File: src/rtl/stk_spill_ram_ctrl_if.sv
// Stack spill/fill request bus between the register cache (master) and the
// spill RAM controller (slave).
interface stk_spill_ram_ctrl_if #(
  parameter int DW = 98,
  parameter int AW = 5
);
  logic          wr_vld;
  logic [AW-1:0] wr_adr;
  logic [DW-1:0] wr_dat;
  logic          wr_rdy;
  logic          rd_vld;
  logic [AW-1:0] rd_adr;
  logic          rd_rdy;
  logic          rd_ack;
  logic [DW-1:0] rd_dat;
  logic [AW-1:0] rd_ack_adr;
  logic          rd_perr;

  modport master (
    output wr_vld, wr_adr, wr_dat, rd_vld, rd_adr,
    input  wr_rdy, rd_rdy, rd_ack, rd_dat, rd_ack_adr, rd_perr
  );

  modport slave (
    input  wr_vld, wr_adr, wr_dat, rd_vld, rd_adr,
    output wr_rdy, rd_rdy, rd_ack, rd_dat, rd_ack_adr, rd_perr
  );
endinterface

File: src/rtl/stk_spill_ram_ctrl.sv
// Spill/fill controller for a single-port stack SRAM: write/read ping-pong
// arbitration, fixed-latency read acks, per-entry even parity.
module stk_spill_ram_ctrl #(
  parameter int DW        = 98,
  parameter int AW        = 5,
  parameter int RAM_DEPTH = 24,
  parameter int RD_LAT    = 1,
  parameter int PARITY_EN = 1
) (
  input  logic                    clk,
  input  logic                    rst_n,
  input  logic                    clear,
  stk_spill_ram_ctrl_if.slave     sif,
  output logic [1:0]              err_sticky,
  input  logic                    ram_busy,
  output logic                    ram_cs,
  output logic                    ram_we,
  output logic [AW-1:0]           ram_addr,
  output logic [DW+PARITY_EN-1:0] ram_wdata,
  input  logic [DW+PARITY_EN-1:0] ram_rdata
);

  localparam logic [AW:0] DEPTH = (AW+1)'(RAM_DEPTH);

  logic                   g;
  logic                   wr_acc;
  logic                   rd_acc;
  logic                   wr_oor;
  logic                   rd_oor;
  logic                   pref_wr;
  logic                   par_bad;
  logic                   ack_oor;
  logic [RD_LAT-1:0]      pv;
  logic [RD_LAT-1:0]      po;
  logic [RD_LAT-1:0][AW-1:0] pa;

  assign g      = rst_n && !ram_busy && !clear;
  assign wr_oor = {1'b0, sif.wr_adr} >= DEPTH;
  assign rd_oor = {1'b0, sif.rd_adr} >= DEPTH;

  // grants look only at the competing request, never the requester's own vld
  assign sif.wr_rdy = g && (!sif.rd_vld || pref_wr);
  assign sif.rd_rdy = g && (!sif.wr_vld || !pref_wr);
  assign wr_acc     = sif.wr_vld && sif.wr_rdy;
  assign rd_acc     = sif.rd_vld && sif.rd_rdy;

  assign ram_cs   = (wr_acc && !wr_oor) || (rd_acc && !rd_oor);
  assign ram_we   = wr_acc && !wr_oor;
  assign ram_addr = wr_acc ? sif.wr_adr : sif.rd_adr;

  if (PARITY_EN != 0) begin : g_par
    assign ram_wdata = {^sif.wr_dat, sif.wr_dat};
  end else begin : g_nopar
    assign ram_wdata = sif.wr_dat;
  end

  assign par_bad        = (PARITY_EN != 0) && (^ram_rdata);
  assign ack_oor        = po[RD_LAT-1];
  assign sif.rd_ack     = pv[RD_LAT-1] && !clear;
  assign sif.rd_ack_adr = pa[RD_LAT-1];
  assign sif.rd_dat     = (sif.rd_ack && !ack_oor) ? ram_rdata[DW-1:0] : '0;
  assign sif.rd_perr    = sif.rd_ack && !ack_oor && par_bad;

  always_ff @(posedge clk or negedge rst_n) begin
    if (!rst_n) begin
      pv         <= '0;
      po         <= '0;
      pa         <= '0;
      pref_wr    <= 1'b1;
      err_sticky <= 2'b00;
    end else if (clear) begin
      pv         <= '0;
      pref_wr    <= 1'b1;
      err_sticky <= 2'b00;
    end else begin
      pv[0] <= rd_acc;
      po[0] <= rd_oor;
      pa[0] <= sif.rd_adr;
      for (int i = 1; i < RD_LAT; i++) begin
        pv[i] <= pv[i-1];
        po[i] <= po[i-1];
        pa[i] <= pa[i-1];
      end
      if (wr_acc)
        pref_wr <= 1'b0;
      else if (rd_acc)
        pref_wr <= 1'b1;
      if (sif.rd_perr)
        err_sticky[0] <= 1'b1;
      if ((wr_acc && wr_oor) || (rd_acc && rd_oor))
        err_sticky[1] <= 1'b1;
    end
  end

endmodule

File: src/flat_wrapper.sv
// flat-port wrapper written by rule: the top's interface ports become plain ports
module stk_spill_ram_ctrl_flat 
#(
  parameter int DW        = 98,
  parameter int AW        = 5,
  parameter int RAM_DEPTH = 24,
  parameter int RD_LAT    = 1,
  parameter int PARITY_EN = 1
)
  (clk, rst_n, clear, err_sticky, ram_busy, ram_cs, ram_we, ram_addr, ram_wdata, ram_rdata, sif_wr_vld, sif_wr_adr, sif_wr_dat, sif_rd_vld, sif_rd_adr, sif_wr_rdy, sif_rd_rdy, sif_rd_ack, sif_rd_dat, sif_rd_ack_adr, sif_rd_perr);
  stk_spill_ram_ctrl_if #(.DW(DW), .AW(AW)) sif_i ();
  input  logic clk;
  input  logic rst_n;
  input  logic clear;
  output logic [1:0] err_sticky;
  input  logic ram_busy;
  output logic ram_cs;
  output logic ram_we;
  output logic [AW-1:0] ram_addr;
  output logic [DW+PARITY_EN-1:0] ram_wdata;
  input  logic [DW+PARITY_EN-1:0] ram_rdata;
  input wire logic [$bits(sif_i.wr_vld)-1:0] sif_wr_vld;
  input wire logic [$bits(sif_i.wr_adr)-1:0] sif_wr_adr;
  input wire logic [$bits(sif_i.wr_dat)-1:0] sif_wr_dat;
  input wire logic [$bits(sif_i.rd_vld)-1:0] sif_rd_vld;
  input wire logic [$bits(sif_i.rd_adr)-1:0] sif_rd_adr;
  output wire logic [$bits(sif_i.wr_rdy)-1:0] sif_wr_rdy;
  output wire logic [$bits(sif_i.rd_rdy)-1:0] sif_rd_rdy;
  output wire logic [$bits(sif_i.rd_ack)-1:0] sif_rd_ack;
  output wire logic [$bits(sif_i.rd_dat)-1:0] sif_rd_dat;
  output wire logic [$bits(sif_i.rd_ack_adr)-1:0] sif_rd_ack_adr;
  output wire logic [$bits(sif_i.rd_perr)-1:0] sif_rd_perr;
  assign sif_i.wr_vld = sif_wr_vld;
  assign sif_i.wr_adr = sif_wr_adr;
  assign sif_i.wr_dat = sif_wr_dat;
  assign sif_i.rd_vld = sif_rd_vld;
  assign sif_i.rd_adr = sif_rd_adr;
  assign sif_wr_rdy = sif_i.wr_rdy;
  assign sif_rd_rdy = sif_i.rd_rdy;
  assign sif_rd_ack = sif_i.rd_ack;
  assign sif_rd_dat = sif_i.rd_dat;
  assign sif_rd_ack_adr = sif_i.rd_ack_adr;
  assign sif_rd_perr = sif_i.rd_perr;
  stk_spill_ram_ctrl #(.DW(DW), .AW(AW), .RAM_DEPTH(RAM_DEPTH), .RD_LAT(RD_LAT), .PARITY_EN(PARITY_EN)) u_core (.clk(clk), .rst_n(rst_n), .clear(clear), .sif(sif_i), .err_sticky(err_sticky), .ram_busy(ram_busy), .ram_cs(ram_cs), .ram_we(ram_we), .ram_addr(ram_addr), .ram_wdata(ram_wdata), .ram_rdata(ram_rdata));
endmodule
File: config.mk
export PLATFORM = sky130hd
export DESIGN_NAME = stk_spill_ram_ctrl_flat
export DESIGN_NICKNAME = d
export VERILOG_FILES = /design/src/rtl/stk_spill_ram_ctrl_if.sv /design/src/rtl/stk_spill_ram_ctrl.sv /design/src/flat_wrapper.sv
export SDC_FILE = /design/constraint.sdc
export NUM_CORES = 1
export LEC_CHECK = 0
export ABC_AREA = 1
export CORE_AREA = 4 4 164 166
export CTS_BUF_LIST = sky130_fd_sc_hd__clkbuf_8
export DETAILED_ROUTE_END_ITERATION = 10
export DIE_AREA = 0 0 168 170
export GPL_TIMING_DRIVEN = 0
export REMOVE_ABC_BUFFERS = 1
export SYNTH_ARGS = -nofsm -noshare
export SYNTH_HDL_FRONTEND = slang
export SYNTH_SLANG_ARGS = --single-unit
File: constraint.sdc
create_clock -name clk -period 1.45 [get_ports clk]
set_clock_uncertainty 0.15 [all_clocks]
set_input_delay 0.145 -clock clk [delete_from_list [all_inputs] [get_ports clk]]
set_output_delay 0.145 -clock clk [all_outputs]
set_load 0.03 [all_outputs]
# Word-level counts from Yosys, hierarchy flattened
# Index checks and enable logic that the tools add are counted.
totals:
  out_inout_bits: 215
  n_memories: 0
  latchBits: 0
  romBits: 0
  word_cells: 47
  inputBits: 213
  ramBits: 0
  ff_bits: 10
op_classes:
  mul: 0
  eq_ne: 0
  magnitude_cmp: 2
  div: 0
  n_shift: 0
  n_bitwise: 0
  muxes: 9
  n_addsub: 0
  n_reduce_logical: 30
op_table:
  columns: ["op", "count"]
  rows:
  - ["99-bit XOR reduction", 1]
  - ["98-bit two-way mux", 1]
  - ["98-bit XOR reduction", 1]
  - ["1-bit logical AND", 13]
  - ["5-bit >= comparator, second input constant", 2]
  - ["1-bit logical NOT", 8]
  - ["1-bit two-way mux", 6]
  - ["5-bit two-way mux", 1]
  - ["1-bit logical OR", 4]
  - ["2-bit nonzero test", 2]
  - ["3-bit nonzero test", 1]
  - ["2-bit two-way mux", 1]

# Longest topological paths before layout
logic_depth:
  ltp_word: 9
  mapped_depth: 19
  depth_no_buf: 19

# Least setup slack after synthesis
# Ideal clock, no wire load.
synth_path:
  path_kind: "register -> output"
  from: "register u_core.pref_wr"
  to: "output ram_addr[0]"
  required_ns: 1.155
  slack_ns: -0.782
  t_arrival_ns: 1.937
  path_stages_with_launch: 8
  n_path_buf: 1
  path_cell_list: "dfstp_2 > inv_1 > a21oi_1 > nand2_1 > inv_2 > buf_2 > nand2_1 > o21ai_1"
synth_between:
  elab_chain_len: 4
synth_rtl:
  columns: ["element", "line", "rtl"]
  rows:
  - ["start: declaration", "stk_spill_ram_ctrl.sv:30", "logic pref_wr;"]
  - ["start signal: assignment", "stk_spill_ram_ctrl.sv:69", "pref_wr <= 1'b1;"]
  - ["start signal: assignment", "stk_spill_ram_ctrl.sv:73", "pref_wr <= 1'b1;"]
  - ["start signal: assignment", "stk_spill_ram_ctrl.sv:85", "pref_wr <= 1'b0;"]
  - ["1-bit logical OR", "stk_spill_ram_ctrl.sv:42", "assign sif.wr_rdy = g && (!sif.rd_vld || pref_wr);"]
  - ["1-bit logical AND", "stk_spill_ram_ctrl.sv:42", null]
  - ["net sif_wr_rdy", "flat_wrapper.sv:27", "output wire logic [$bits(sif_i.wr_rdy)-1:0] sif_wr_rdy;"]
  - ["1-bit logical AND", "stk_spill_ram_ctrl.sv:44", "assign wr_acc = sif.wr_vld && sif.wr_rdy;"]
  - ["5-bit two-way mux", "stk_spill_ram_ctrl.sv:49", "assign ram_addr = wr_acc ? sif.wr_adr : sif.rd_adr;"]
  - ["end: declaration", "flat_wrapper.sv:19", "output logic [AW-1:0] ram_addr;"]
# The timed path passes the listed nets, and every way through them passes these cells.

# Worst setup path in the final report
layout_path:
  from: "input ram_rdata[32]"
  to: "output sif_rd_perr"
layout_between:
  elab_chain_len: 2
layout_rtl:
  columns: ["element", "line", "rtl"]
  rows:
  - ["start: declaration", "flat_wrapper.sv:21", "input logic [DW+PARITY_EN-1:0] ram_rdata;"]
  - ["99-bit XOR reduction", "stk_spill_ram_ctrl.sv:57", "assign par_bad = (PARITY_EN != 0) && (^ram_rdata);"]
  - ["1-bit logical AND", "stk_spill_ram_ctrl.sv:62", "assign sif.rd_perr = sif.rd_ack && !ack_oor && par_bad;"]
  - ["end: declaration", "flat_wrapper.sv:32", "output wire logic [$bits(sif_i.rd_perr)-1:0] sif_rd_perr;"]
# Every way passes these cells.

==> load_flow_metrics.sql <==
INSERT INTO impl_metrics (metric_group, metric, value, unit) VALUES
('critical_path', 'timing.critical_path.from_type', 'primary input', ''),
('drt', 'route.vias.total', '6877', ''),
('global_route', 'first_global_vias', '6586', ''),
('layout', 'synth_to_final_area_change', '127.7', '%'),
('clocking', 'insertion_delay', '0.24', 'ns'),
('layout', 'layout_commonest_cell', 'nand2_1', ''),
('yosys', 'postSynthCellCount', '955', ''),
('layout', 'n_antenna_cell', '0', ''),
('drt', 'detail_route.first_pass.iterations', '4', ''),
('yosys', 'synth-compound-area-share', '1.725', '%'),
('yosys', 'xor_xnor_portion_of_the_synthesized_cell_area', '27.15', '%'),
('floorplanning', 'die-width', '168', 'microns'),
('yosys', 'mux_share_of_post_synthesis_cell_area', '0', '%'),
('floorplanning', 'die_height', '170', 'microns'),
('yosys', 'synth.cell_area', '5005', 'sq um'),
('layout', 'postLayoutCoreUtil', '44.49', '%'),
('layout', 'final_net_count', '1575', ''),
('placed_design', 'gp_congestion', '0.8303', ''),
('yosys', 'post_synth.cell_area_avg', '5.241', 'sq um'),
('drt', 'routed_wirelength', '25630', 'microns'),
('global_route', 'gr-total-overflow', '0', ''),
('yosys', 'yosysTopAreaCellShare', '27.83', '%'),
('timing', 'final_period_minus_worst_setup_slack', '2.025', 'ns'),
('placed_design', 'place_area', '8951', 'sq um'),
('yosys', 'synth_warn', '0', ''),
('global_route', 'grt_usage', '14.52', '%'),
('timing', 'hold_viol_final', '0', ''),
('timing', 'report.final.slew_viol_count', '0', ''),
('placed_design', 'preCtsSetupSlack', '-1.889', 'ns'),
('yosys', 'ys_seq_area_share', '5.025', '%'),
('timing', 'setup_repair_after_global_routing_missed_its_margin', 'true', ''),
('yosys', 'synth-seq-cells', '10', ''),
('timing', 'max_slew.worst_pin.slew', '0.4763', 'ns'),
('timing', 'finalSetupViolations', '112', ''),
('floorplanning', 'starting_density_of_the_core', '19.54', '%'),
('clocking', 'cts-root-to-sink-buffers', '2', ''),
('yosys', 'synth_cell_type_count', '20', ''),
('yosys', 'synth-adder-area-share', '0', '%'),
('status', 'violations', 'setup timing', ''),
('global_route', 'antenna_found_initial', '0', ''),
('timing', 'fmax', '0.4939', 'GHz'),
('yosys', 'ys_top_cells_by_area', 'nand2_1, xnor2_1, buf_4', ''),
('layout', 'stdcell_area', '11400', 'sq um'),
('floorplanning', 'core', '25620', 'sq um'),
('critical_path', 'largest_fanout_of_any_net_on_the_critical_path', '3', ''),
('job', 'maxCapViolCount', '0', ''),
('clocking', 'cts_tree', 'done', ''),
('placed_design', 'numPortBuffers', '427', ''),
('yosys', 'synth_top_family_by_area', 'simple AND/OR/NAND/NOR gates', ''),
('critical_path', 'setup.worst_path.end_class', 'output pin', ''),
('global_route', 'grt_start_max_net_pins', '22', ''),
('power', 'leakage', '5.929', 'nW'),
('timing', 'post-route-period-util', '139.6', '%'),
('timing', 'hold_ws', '0.1536', 'ns'),
('placed_design', 'hpwlAfterDp', '18050', 'microns'),
('drt', 'wl_per_cell', '15.11', 'microns'),
('clocking', 'cts_num_sinks', '10', ''),
('status', 'outcome', 'finished with violations', ''),
('drt', 'route.detailed.drc', '0', ''),
('clocking', 'htree_num_levels', '1', ''),
('clocking', 'clk_pin_slew_worst_paths', '0.05', 'ns'),
('clocking', 'root_buffer', 'clkbuf_8', ''),
('timing', 'slew-limit-headroom', '68.14', '%'),
('floorplanning', 'num_io_pins', '428', ''),
('global_route', 'grt_pass1_wl', '33550', 'microns'),
('floorplanning', 'fp.dieArea', '28560', 'sq um'),
('critical_path', 'worst_ep_required_time', '1.15', 'ns'),
('timing', 'fin_ws', '-0.5748', 'ns'),
('layout', 'layout-drive-gt1-share', '47.54', '%'),
('floorplanning', 'placement_rows', '59', ''),
('drt', 'dr.first_iter.drc_count', '213', ''),
('timing', 'fin_setup_tns', '-42.56', 'ns'),
('power', 'ir_worst_vdd', '0.3603', 'mV'),
('hold_path', 'min-delay-path-class', 'in2reg', ''),
('yosys', 'synth_simple_gate_area_share', '38.32', '%'),
('clocking', 'tritoncts.num_buffers', '3', ''),
('drt', 'route.detailed.vias_per_inst', '4.055', ''),
('critical_path', 'timing_worst_setup_path_type', 'in2out', ''),
('power', 'power.density_cell_area', '435.1', 'nW/um^2'),
('yosys', 'synth_largest_area_cell', 'nand2_1', ''),
('critical_path', 'crit_arrival', '1.73', 'ns'),
('drt', 'drt.antenna.violating_nets', '0', ''),
('layout', 'mostFrequentLayoutCells', 'nand2_1, buf_6, inv_1, clkdlybuf4s50_1, nor2_4', '');
-- cell type report --
type,count,area (sq um)
inverter,162,613.1
fill,2582,14220
multi-input combinational,673,5186
tap,335,419.2
clock buffer,4,55.05
sequential,10,251.5
timing repair buffer,511,4865
timing repair inverter,1,7.507
-- power breakdown --
part	internal, mW	total [mW]	switching, mW
Clock	0.239	0.348	0.110
Combinational	1.84	4.30	2.47
Sequential	0.299	0.310	0.0104
-- worst max-delay path, stage by stage --
cell             delay, ns
clkdlybuf4s15_2       0.23
xor2_1                0.22
nand2_1               0.09
nand2_1               0.11
nand2_1               0.08
nand2_1               0.10
nand2_1               0.06
nand2_1               0.05
nand2_1               0.06
nand2_2               0.09
inv_2                 0.04
nand2_2               0.07
nand2_2               0.06
nand2_2               0.07
nand3_4               0.07
inv_2                 0.06
buf_6                 0.12
-- Yosys cell counts --
cell type / n
a31oi_1: 1
dfstp_2: 1
clkbuf_1: 11
nand2_2: 2
xnor2_1: 98
xnor2_4: 1
dfrtp_1: 9
buf_4: 98
a21oi_1: 2
nor2_1: 116
o21ai_1: 8
nand3b_1: 1
xor2_1: 54
nand3_1: 11
o21ai_0: 6
buf_2: 1
nand2_1: 371
or2b_1: 2
inv_2: 8
inv_1: 154
-- sequential cells by signal, summed over array words and instances (netlist names) --
name	flops
u_core.pv	1
u_core.pref_wr	1
u_core.err_sticky	2
u_core.ack_oor	1
u_core.sif.rd_ack_adr	5
-- stage by stage --
stage          total power, mW  cells
6_report                 4.959   1696
5_1_grt                  5.411   1696
4_1_cts                  4.657   1669
3_5_place_dp             4.001   1608
3_3_place_gp             3.953   1607
2_1_floorplan            2.142    845
-- timing repair --
item	4_1_cts	5_1_grt
resized for setup	1348	496
buffers inserted	47	34
gates cloned	9	7
pin swaps	219	155
endpoints found under the setup margin	219	118
hold buffers	1	0
hold endpoints to repair	10	0
-- cells by family (layout without fill, tap and decap cells) --
group | after synthesis | after routing
compound gates | 17 | 17
xor+xnor | 153 | 153
simple gates | 503 | 503
flops | 10 | 10
buf+inv | 272 | 678
-- routing by layer --
layer / share of wire, % / track usage, % / vias to the layer above / routed length (microns)
met5: 0 / 0 / - / 0
met4: 1.7 / 2.223 / 0 / 427
met3: 5.3 / 2.230 / 32 / 1368
met2: 55 / 29.35 / 258 / 14160
met1: 38 / 16.14 / 3138 / 9681
li1: - / - / 3449 / -
-- worst paths after layout --
kind	startpoint	endpoint	slack (ns)	cells after the start
worst min register to register	u_core.sif.rd_ack_adr[1]	u_core.sif.rd_ack_adr[1]	0.33	2
min in group asynchronous	rst_n	u_core.err_sticky[1]	0.28	2
worst max-delay path	ram_rdata[32]	sif_rd_perr	-0.57	17
worst max register to register	u_core.pv	u_core.err_sticky[0]	-0.14	9
worst min-delay path	clear	u_core.sif.rd_ack_adr[1]	0.15	3
max in group asynchronous	rst_n	u_core.pref_wr	0.52	2
(Power assumes the default switching activity.)
